**config.mk**
```make
export PLATFORM = sky130hd
export DESIGN_NAME = seg7_scan_driver
export DESIGN_NICKNAME = d
export VERILOG_FILES = /design/src/rtl/seg7_scan_driver.sv
export SDC_FILE = /design/constraint.sdc
export NUM_CORES = 1
export LEC_CHECK = 0
export ABC_AREA = 1
export BUFFER_PORTS_ARGS = -buffer_cell sky130_fd_sc_hd__buf_2
export CAP_MARGIN = 25
export CORE_MARGIN = 3
export CORE_UTILIZATION = 45
export DETAILED_ROUTE_END_ITERATION = 7
export PLACE_DENSITY_LB_ADDON = 0.1
export SYNTH_ARGS = -nofsm -noshare
export SYNTH_HDL_FRONTEND = slang
export SYNTH_SLANG_ARGS = --single-unit
export TNS_END_PERCENT = 30
```
**constraint.sdc**
```tcl
create_clock -name clk -period 3.55 [get_ports clk]
set_input_delay 0.1775 -clock clk [delete_from_list [all_inputs] [get_ports clk]]
set_output_delay 0.1775 -clock clk [all_outputs]
set_load 0.03 [all_outputs]
```
**src/rtl/seg7_scan_driver.sv**
```systemverilog
`default_nettype none
// ============================================================================
// Module   : seg7_scan_driver
// Brief    : Multiplexed 7-segment scan driver with frame-synchronous
//            double-buffered display data and leading-zero blanking.
// Revision : 1.0 - initial release
// ============================================================================
module seg7_scan_driver #(
    parameter int NUM_DIGITS = 4,
    parameter int DIV        = 1000
) (
    input  logic                    clk,
    input  logic                    rst_n,
    input  logic                    en,
    input  logic                    load,
    input  logic [4*NUM_DIGITS-1:0] bcd,
    input  logic [NUM_DIGITS-1:0]   dp,
    input  logic                    blank_lz,
    output logic [7:0]              hex,
    output logic [NUM_DIGITS-1:0]   dig_sel,
    output logic                    frame_done,
    output logic                    pending
);

    localparam logic [15:0] c_DIV_LAST = 16'(DIV - 1);
    localparam logic [2:0]  c_IDX_LAST = 3'(NUM_DIGITS - 1);

    logic [15:0]             r_div;
    logic [2:0]              r_idx;
    logic [4*NUM_DIGITS-1:0] r_act_bcd;
    logic [NUM_DIGITS-1:0]   r_act_dp;
    logic                    r_act_blz;
    logic [4*NUM_DIGITS-1:0] r_sh_bcd;
    logic [NUM_DIGITS-1:0]   r_sh_dp;
    logic                    r_sh_blz;
    logic                    r_pending;
    logic [7:0]              r_hex;
    logic [NUM_DIGITS-1:0]   r_dig_sel;
    logic                    r_frame_done;

    logic                    w_tc;
    logic                    w_wrap;
    logic [NUM_DIGITS-1:0]   w_hi_zero;
    logic [7:0]              w_dhex [NUM_DIGITS];
    logic [7:0]              w_sel_hex;
    logic [NUM_DIGITS-1:0]   w_sel_dig;

    function automatic logic [6:0] f_seg(input logic [3:0] v);
        logic [6:0] s;
        case (v)
            4'd0:    s = 7'h40;
            4'd1:    s = 7'h79;
            4'd2:    s = 7'h24;
            4'd3:    s = 7'h30;
            4'd4:    s = 7'h19;
            4'd5:    s = 7'h12;
            4'd6:    s = 7'h02;
            4'd7:    s = 7'h78;
            4'd8:    s = 7'h00;
            4'd9:    s = 7'h18;
            default: s = 7'h7F;
        endcase
        return s;
    endfunction

    assign w_tc   = en && (r_div == c_DIV_LAST);
    assign w_wrap = w_tc && (r_idx == c_IDX_LAST);

    // w_hi_zero[i]: digit i and every more significant digit are zero
    generate
        for (genvar gi = 0; gi < NUM_DIGITS; gi++) begin : g_digit
            if (gi == NUM_DIGITS - 1) begin : g_top
                assign w_hi_zero[gi] = (r_act_bcd[4*gi +: 4] == 4'd0);
            end else begin : g_low
                assign w_hi_zero[gi] = (r_act_bcd[4*gi +: 4] == 4'd0) && w_hi_zero[gi+1];
            end

            if (gi == 0) begin : g_lsd
                assign w_dhex[gi] = {~r_act_dp[gi], f_seg(r_act_bcd[4*gi +: 4])};
            end else begin : g_msd
                assign w_dhex[gi] = {~r_act_dp[gi],
                                     (r_act_blz && w_hi_zero[gi]) ? 7'h7F
                                                                  : f_seg(r_act_bcd[4*gi +: 4])};
            end
        end
    endgenerate

    always_comb begin
        w_sel_hex = 8'hFF;
        w_sel_dig = '1;
        for (int i = 0; i < NUM_DIGITS; i++) begin
            if (r_idx == 3'(i)) begin
                w_sel_hex    = w_dhex[i];
                w_sel_dig[i] = 1'b0;
            end
        end
    end

    always_ff @(posedge clk or negedge rst_n) begin
        if (!rst_n) begin
            r_div <= '0;
            r_idx <= '0;
        end else if (en) begin
            if (r_div == c_DIV_LAST) begin
                r_div <= '0;
                r_idx <= (r_idx == c_IDX_LAST) ? 3'd0 : r_idx + 3'd1;
            end else begin
                r_div <= r_div + 16'd1;
            end
        end
    end

    // Active buffer only changes at the frame wrap, so a frame is never mixed
    always_ff @(posedge clk or negedge rst_n) begin
        if (!rst_n) begin
            r_act_bcd <= '1;
            r_act_dp  <= '0;
            r_act_blz <= 1'b0;
            r_sh_bcd  <= '1;
            r_sh_dp   <= '0;
            r_sh_blz  <= 1'b0;
            r_pending <= 1'b0;
        end else begin
            if (w_wrap && r_pending) begin
                r_act_bcd <= r_sh_bcd;
                r_act_dp  <= r_sh_dp;
                r_act_blz <= r_sh_blz;
            end
            if (load) begin
                r_sh_bcd <= bcd;
                r_sh_dp  <= dp;
                r_sh_blz <= blank_lz;
            end
            if (load) begin
                r_pending <= 1'b1;
            end else if (w_wrap) begin
                r_pending <= 1'b0;
            end
        end
    end

    always_ff @(posedge clk or negedge rst_n) begin
        if (!rst_n) begin
            r_hex        <= 8'hFF;
            r_dig_sel    <= '1;
            r_frame_done <= 1'b0;
        end else begin
            r_frame_done <= w_wrap;
            if (en) begin
                r_hex     <= w_sel_hex;
                r_dig_sel <= w_sel_dig;
            end else begin
                r_hex     <= 8'hFF;
                r_dig_sel <= '1;
            end
        end
    end

    assign hex        = r_hex;
    assign dig_sel    = r_dig_sel;
    assign frame_done = r_frame_done;
    assign pending    = r_pending;

endmodule
`default_nettype wire

```
==> results.txt, run 1 <==
Post-Syn Nets: 585
Die Span X: 103.9 µm
Least-Margin Pin Slew: 700.4 ps
fillers: 931
PD cells: 391.2 nW/µm²
Critical Path Source Type: flop
antenna viol nets, final: 0
FP Rows: 35
CP arrival: 2360 ps
pin count of the biggest net entering global routing: 76
Mapped Area: 4317 µm²
worst reg-to-reg path cell count: 8
outcome: completed
count leader, synth: nand2_1
Rel. slew slack: 53.31%
Final setup viols: 0
Die Y: 103.9 µm
async set or reset register ratio after synthesis: 100.0%
final core occ: 52.20%
hold endpoint: r_sh_bcd[5]
register-to-register path setup slack: 1420 ps
crit end category: flop
DRC Markers: 0
commonest cells in the netlist: nand2_1, inv_1, nor2_1, dfstp_2, o21ai_0
crit path time final: 2132 ps
hold path cells: 3
Leak: 0.002351 µW
cell taking the most area after synthesis: dfstp_2
r2r startpoint: r_div[0]
synth top area cells: dfstp_2, dfrtp_1, nand2_1
worst r2r dst: r_act_dp[3]
Synth warnings: 0
CTS HTree Levels: 3
Cells after Synth: 535
CP Max Fanout: 42
Core ar.: 9284 µm²
CP Launch Point: r_div[0]
drt first pass iters: 4
syn_area_per_cell: 8.068 µm²
Period Utilization, post-route: 60.05%
hold crit path type: primary input to flop
Post-CTS Repair Setup Buffers: 0
# port buffers: 38
clock slew at reported path FFs: 90 ps
Synth Flop Type: dfstp_2
area delta synth->final: 12.26%
Antenna Cells: 0
clock tree buffer depth: 2
Die ar.: 10800 µm²
vias per cell: 4.744
Fmax achieved: 469.1 MHz
number of global-route vias before repair: 3193
synthesized flop and latch total: 75
number of buffers created by CTS: 9
GRT overflow: 0
Root Driver: clkbuf_8
drt initial violations: 169
CTS tree: built
first-pass GRT wire length: 15250 µm
Final Max Tran Viols: 0
worst-case clock skew: 13.10 ps
worst skew pair latency: 360 ps
WL final: 8553 µm
worst ir drop on vdd: 0.1972 mV
share of layout cells above drive strength 1: 26.60%
Layout Nets: 624
setup_tns: 0 ps
Sequential Area: 1932 µm²
HPWL after DPL: 6217 µm
via count: 3359
Critical Path RT: 3780 ps
RePlAce Congestion: 0.8856
RSZ-0062 raised after global routing: no
endpoints failing hold: 0
Multi-input gate area: 2011 µm²
Synth top area share: 26.78%
Seq/Total Area, Yosys: 44.75%
Distinct cells, synth: 32
initial antenna violation count: 0
Post-synth EDFFs: 0
CTS sink count: 75
io pins: 39
CP Class: flop to flop
Max Cap Viol: 0
Starting Density: 46.50%
Tot GR Track Use: 17.13%
Hold Path Origin: bcd[5]
drt wl/cell: 12.08 µm
overall power: 1896 µW
## critical path: stages (launching register included)
cell     delay, ps
dfrtp_1        380
ha_1           200
nand2_1         80
nor3_1         150
nand2_1        170
nor2_8         170
nand3_4        520
nand2_1        240
o21ai_2         70
## state kept, by name (all words and copies together) (netlist names)
| name | count |
|---|---|
| r_sh_bcd | 16 |
| r_sh_dp | 4 |
| r_act_blz | 1 |
| r_div | 16 |
| r_sh_blz | 1 |
| pending | 1 |
| frame_done | 1 |
| dig_sel | 4 |
| hex | 8 |
| r_act_dp | 4 |
| r_idx | 3 |
| r_act_bcd | 16 |
## worst max-delay path by stage
stage | end | slack [ps] | cells past startpoint
6_report | r_act_dp[3] | 1420 | 8
5_1_grt | r_act_blz | 1190 | 8
4_1_cts | r_act_blz | 1390 | 8
3_5_place_dp | r_act_dp[3] | 1410 | 8
3_3_place_gp | r_act_blz | 1480 | 8
2_1_floorplan | hex[1] | 2020 | 12
## stage by stage
stage               instance area [µm²]  std cells  hold slack (ps)  setup slack, ps
finish                             4846        708            21.37             1418
detailed placement                 4593        690            383.7             1405
global route                       4846        708            17.02             1191
CTS                                4826        707            8.918             1390
floorplan                          4317        535           -118.1             2019
global placement                   4593        690            370.8             1481
## per-layer routing
layer	part of all wire (%)	vias up	GRT usage (%)
met1	54	1536	25.83
met5	0	-	0
li1	-	1749	-
met4	1.3	0	4.843
met3	4.0	9	3.724
met2	41	65	24.65
## cells in the final DEF, fill, tap and decap left out, types with 2 or more instances in the layout
cell type,Yosys,routed
nand2_1,129,129
inv_1,74,74
nor2_1,55,55
dfstp_2,44,44
o21ai_0,38,38
buf_2,2,37
nand3_1,33,33
dfrtp_1,31,31
ha_1,25,25
o21ai_2,21,21
nand2_2,20,20
a21oi_1,16,16
clkbuf_8,0,9
inv_2,5,5
xor2_1,5,5
nor3_1,4,4
nand4_1,4,4
o211ai_1,2,2
nor2_2,2,2
nand3_4,2,2
a31oi_1,2,2
or2_2,2,2
inv_6,0,2
bufinv_16,0,2
## cell type report
class                      instances  share of cell area (%)
sequential                        75                   39.87
multi-input combinational        369                   41.49
clock buffer                       9                   2.556
tap                              129                   3.331
timing repair buffer              40                   4.596
inverter                          79                   6.119
clock inverter                     7                   2.040
## logic make-up after synthesis
group                      Yosys count  share of synthesized area (%)
xor gates and xnor gates             6                          1.217
DFF                                 75                          44.75
and+or+nand+nor                    255                          26.32
buffers and inverters               91                          8.667
AOI/OAI and AO/OA                   83                          11.80
adders and majority gates           25                          7.246
## where the power goes
| group | switching (µW) | internal [µW] | total [µW] | leakage, µW |
|---|---|---|---|---|
| Combinational | 116 | 66.9 | 183 | 0.00140 |
| Sequential | 44.9 | 926 | 971 | 0.000839 |
| Clock | 341 | 401 | 741 | 0.000110 |
## what timing repair did
item	CTS	global route
setup endpoints to repair	0	0
gates resized for setup	0	0
hold buffers	1	0
hold endpoints to repair	23	0
Power figures use the tool's default switching activity.
==> inputs of run 2 (changes only) <==
- clock period: 3.55 -> 2.14 ns (I/O delays scaled with it)
==> results.txt, run 2 (synthesis gave the netlist of run 1 again) <==
drt wl/cell: 12.43 µm
io pins: 39
CP Class: flop to flop
Period Utilization, post-route: 82.93%
Root Driver: clkbuf_8
cells along the critical path: inv_1 -> ha_1 -> nand2_1 -> inv_1 -> nand2_1 -> nor2_1 -> nand2_1 -> nand3_1 -> nand2_1 -> nand2_1 -> nand2_1 -> nand2_1
# port buffers: 38
Die Span X: 103.9 µm
Core ar.: 9284 µm²
fillers: 894
WL final: 9123 µm
CP arrival: 2050 ps
leading cell types in the layout, fill and taps excluded: nand2_1, inv_1, nor2_1
r2r startpoint: r_act_bcd[13]
Worst path most repeated cell: nand2_1
crit path buf inv count: 2
Die ar.: 10800 µm²
Final setup viols: 0
worst skew pair latency: 360 ps
worst ir drop on vdd: 0.3881 mV
drt initial violations: 251
drt first pass iters: 4
Least-Margin Pin Slew: 619.4 ps
RSZ-0062 raised after global routing: no
Max Cap Viol: 0
CTS tree: built
overall power: 3168 µW
clock slew at reported path FFs: 80 ps
Fin Hold WS: 122.8 ps
Post-CTS Repair Setup Buffers: 0
post-CTS sizing: 0
CTS HTree Levels: 3
outcome: completed
GRT overflow: 0
vias per cell: 4.710
initial antenna violation count: 0
setup_tns: 0 ps
Final Max Tran Viols: 0
FP Rows: 35
via count: 3457
endpoints failing hold: 0
CP Max Fanout: 6
Sequential Area: 1932 µm²
Critical Path Source Type: flop
Rel. slew slack: 58.71%
top flop regs: r_act_bcd (16), r_div (16), r_sh_bcd (16)
Fmax achieved: 563.5 MHz
Antenna Cells: 0
placed insts: 696
RePlAce Congestion: 0.9172
share of layout cells above drive strength 1: 25.95%
max incr delay on CP: 600 ps
area delta synth->final: 18.17%
crit end category: flop
Leak: 0.002471 µW
Finished Layout Cells: 734
Die Y: 103.9 µm
pin count of the biggest net entering global routing: 44
PD cells: 621.0 nW/µm²
CP max-delay cell: dfstp_2
number of global-route vias before repair: 3315
commonest non-fill, non-tap cell in the layout: nand2_1
cell family with the largest share of critical-path delay: simple AND/OR/NAND/NOR gates
antenna viol nets, final: 0
first-pass GRT wire length: 15680 µm
worst-case clock skew: 19.30 ps
Tot GR Track Use: 17.92%
hold crit path type: primary input to flop
DRC Markers: 0
CTS sink count: 75
crit path time final: 1775 ps
Critical Path RT: 2410 ps
CP Launch Point: r_act_bcd[13]
Layout Nets: 650
Starting Density: 46.50%
number of buffers created by CTS: 9
Hold Path Origin: en
clock tree buffer depth: 2
Multi-input gate area: 2011 µm²
HPWL after DPL: 6660 µm
[run 2: final timing paths]
check | end | slack [ps] | cells after the start
max | hex[2] | 370 | 12
min | r_div[1] | 120 | 4
max reg2reg | hex[2] | 370 | 12
min reg2reg | hex[7] | 470 | 1
max in group asynchronous | r_act_bcd[15] | 1240 | 3
min in group asynchronous | r_sh_dp[2] | 250 | 2
[run 2: report_power, final]
group | switching [µW] | total (µW) | internal (µW)
clock | 523 | 1210 | 692
combinational | 199 | 337 | 138
sequential | 79.6 | 1620 | 1540
[run 2: routing by layer]
layer  share of wire [%]  vias to the layer above  GRT usage, %
met5                   0                        -             0
met4                0.81                        0         4.558
met3                 5.7                        7         4.283
met2                  43                       75         26.93
met1                  50                     1569         26.06
li1                    -                     1806             -
[run 2: final cells by class]
type | count | area share (%)
Clock buffer | 12 | 2.845
Clock inverter | 4 | 1.423
Inverter | 79 | 5.813
Multi-Input combinational cell | 369 | 39.42
Sequential cell | 75 | 37.87
Tap cell | 129 | 3.164
Timing Repair Buffer | 66 | 9.468
[run 2: worst reg2reg max path, cell delays in order, from the launching register on]
cell     delay [ps]
dfstp_2         600
inv_1            90
ha_1            200
nand2_1          90
inv_1            40
nand2_1         110
nor2_1           80
nand2_1         140
nand3_1          90
nand2_1          80
nand2_1          50
nand2_1          60
nand2_1          70
[run 2: what timing repair did]
| action | 4_1_cts | 5_1_grt |
|---|---|---|
| endpoints found under the setup margin | 0 | 0 |
| hold endpoints to repair | 34 | 0 |
| hold buffers | 22 | 0 |
[run 2: per-stage QoR]
stage	util (%)	worst slack, ps	instance area, µm²
after global routing	54.95	155.5	5101
after floorplan	-	609.0	4317
after global placement	50.23	386.3	4663
after CTS	54.95	355.2	5101
final	54.95	365.3	5101
after detailed placement	50.23	380.6	4663
==> inputs of run 3 (changes only) <==
- ABC_AREA: 1 -> 0
- clock period: 2.14 -> 1.4 ns (I/O delays scaled with it)
==> results.txt, run 3 <==
outcome: complete, but fails checks
failing checks: negative setup slack
multiplexer share of the synthesized area: 11.29%
Post-synth EDFFs: 0
share of layout cells above drive strength 1: 55.39%
Tot GR Track Use: 20.51%
leading cell types in the layout, fill and taps excluded: buf_4, dfstp_2, buf_2
io pins: 39
FP Rows: 33
Synth Flop Type: dfstp_2
commonest cells in the netlist: dfstp_2, nand2_1, dfrtp_1, mux2_2
setup_tns: -12490 ps
Layout Nets: 592
worst-case clock skew: 9.049 ps
Hold Path Origin: en
cell family with the largest share of critical-path delay: simple AND/OR/NAND/NOR gates
crit path time final: 1869 ps
PD cells: 897.8 nW/µm²
CTS tree: built
first-pass GRT wire length: 16410 µm
initial antenna violation count: 0
Setup WS post-layout: -469.3 ps
drt wl/cell: 15.11 µm
DP Worst Slack: -479.9 ps
worst skew pair latency: 350 ps
async set or reset register ratio after synthesis: 100.0%
Synth Area in Simple Gates: 15.45%
worst ir drop on vdd: 0.8745 mV
Max Cap Viol: 0
hold endpoint: hex[2]
area delta synth->final: 47.61%
r2r startpoint: r_div[11]
Adder-Cell Fraction of Synth Area: 7.774%
Distinct cells, synth: 56
crit path buf inv count: 1
cell taking the most area after synthesis: dfstp_2
Starting Density: 47.54%
post-synthesis xor/xnor area fraction: 2.612%
register-to-register path setup slack: -470 ps
Final setup viols: 43
Die Span X: 100.6 µm
vias per cell: 5.155
hold crit path type: primary input to flop
Critical Path RT: 1640 ps
CTS sink count: 75
crit end category: flop
RSZ-0062 raised after global routing: yes
RePlAce Congestion: 0.8414
clock slew at reported path FFs: 90 ps
synth top area cells: dfstp_2, dfrtp_1, ha_1
Rel. slew slack: 74.78%
pin count of the biggest net entering global routing: 76
top flop regs: r_act_bcd (16), r_div (16), r_sh_bcd (16)
Die Y: 100.6 µm
drt first pass iters: 4
Synth top area share: 28.73%
drt initial violations: 117
fillers: 635
DRC Markers: 0
largest family of logic cells by synthesized area: simple AND/OR/NAND/NOR gates
Fmax achieved: 535.0 MHz
CP max-delay cell: dfrtp_1
Critical Path Source Type: flop
via count: 3361
antenna viol nets, final: 0
Seq/Total Area, Yosys: 48.01%
GRT overflow: 0
WL final: 9854 µm
Fin Hold WS: 103.4 ps
hold path cells: 3
Period Utilization, post-route: 133.5%
CP Class: flop to flop
CP Launch Point: r_div[11]
commonest non-fill, non-tap cell in the layout: buf_4
clock tree buffer depth: 2
Leak: 0.002681 µW
Cells after Synth: 378
count leader, synth: dfstp_2
Die ar.: 10110 µm²
endpoints failing hold: 0
synthesized flop and latch total: 75
CTS HTree Levels: 3
# port buffers: 38
worst r2r dst: r_act_blz
Final Max Tran Viols: 0
instance count on the critical path: 5
Root Driver: clkbuf_8
HPWL after DPL: 6858 µm
Antenna Cells: 0
max incr delay on CP: 420 ps
Core ar.: 8464 µm²
Least-Margin Pin Slew: 378.3 ps
CP Max Fanout: 15
Mapped Area: 4024 µm²
worst reg-to-reg path cell count: 5
number of global-route vias before repair: 3477
syn_area_per_cell: 10.65 µm²
Post-Syn Nets: 428
CP arrival: 2110 ps
Synth warnings: 0
Compound-Gate Fraction of Synth Area: 11.32%
number of buffers created by CTS: 9
cells along the critical path: nor4_4 -> and4_4 -> nor3b_4 -> buf_12 -> mux2_2
[run 3: worst register-to-register path, stage by stage (launching register included)]
cell	delay [ps]
dfrtp_1	420
nor4_4	310
and4_4	270
nor3b_4	220
buf_12	190
mux2_2	340
[run 3: how the worst max path moves through the flow]
stage / endpoint / slack [ps]
CTS: r_act_dp[3] / -450
finish: r_act_blz / -470
global route: r_act_blz / -570
detailed placement: hex[0] / -480
floorplan: r_act_dp[0] / -440
global placement: hex[2] / -450
[run 3: power by group]
part | internal, µW | total (µW) | leakage (µW) | switching (µW)
registers | 2340 | 2430 | 0.000857 | 85.4
logic | 365 | 667 | 0.00169 | 301
clock network | 1380 | 2240 | 0.000136 | 856
total | 4090 | 5330 | 0.00268 | 1240
[run 3: what timing repair did]
action,in CTS,in global routing
setup buffers,6,0
resized for setup,60,15
pin swaps,26,7
endpoints found under the hold margin,52,0
setup endpoints to repair,47,47
hold buffers,22,0
[run 3: cell type report]
type / count / area [µm²] / area share (%)
Clock buffer: 9 / 123.9 / 2.086
Clock inverter: 7 / 148.9 / 2.507
Inverter: 20 / 77.57 / 1.306
Multi-Input combinational cell: 268 / 2252 / 37.92
Sequential cell: 75 / 1932 / 32.53
Tap cell: 105 / 131.4 / 2.212
Timing Repair Buffer: 168 / 1274 / 21.45
[run 3: cell families after synthesis]
family / count (synthesis)
AOI/OAI and AO/OA: 74
xor gates and xnor gates: 12
adders and majority gates: 25
buffers and inverters: 35
DFF: 75
muxes: 38
and+or+nand+nor: 119
[run 3: metrics by stage]
| step | utilization [%] | std cells | total power (µW) | instance area, µm² |
|---|---|---|---|---|
| finish | 70.17 | 652 | 5332 | 5939 |
| CTS | 69.48 | 652 | 5350 | 5881 |
| global route | 70.17 | 652 | 5561 | 5939 |
| floorplan | - | 378 | 2713 | 4030 |
| global placement | 60.28 | 610 | 3000 | 5102 |
| detailed placement | 60.28 | 610 | 3022 | 5102 |
[run 3: layer usage]
metal | wire [µm] | share of wire, % | vias up | GRT usage [%]
met1 | 4241 | 43 | 1616 | 25.39
met4 | 210 | 2.1 | 0 | 5.803
met3 | 327 | 3.3 | 21 | 4.775
met5 | 0 | 0 | - | 0
met2 | 5075 | 52 | 63 | 35.73
li1 | - | - | 1661 | -
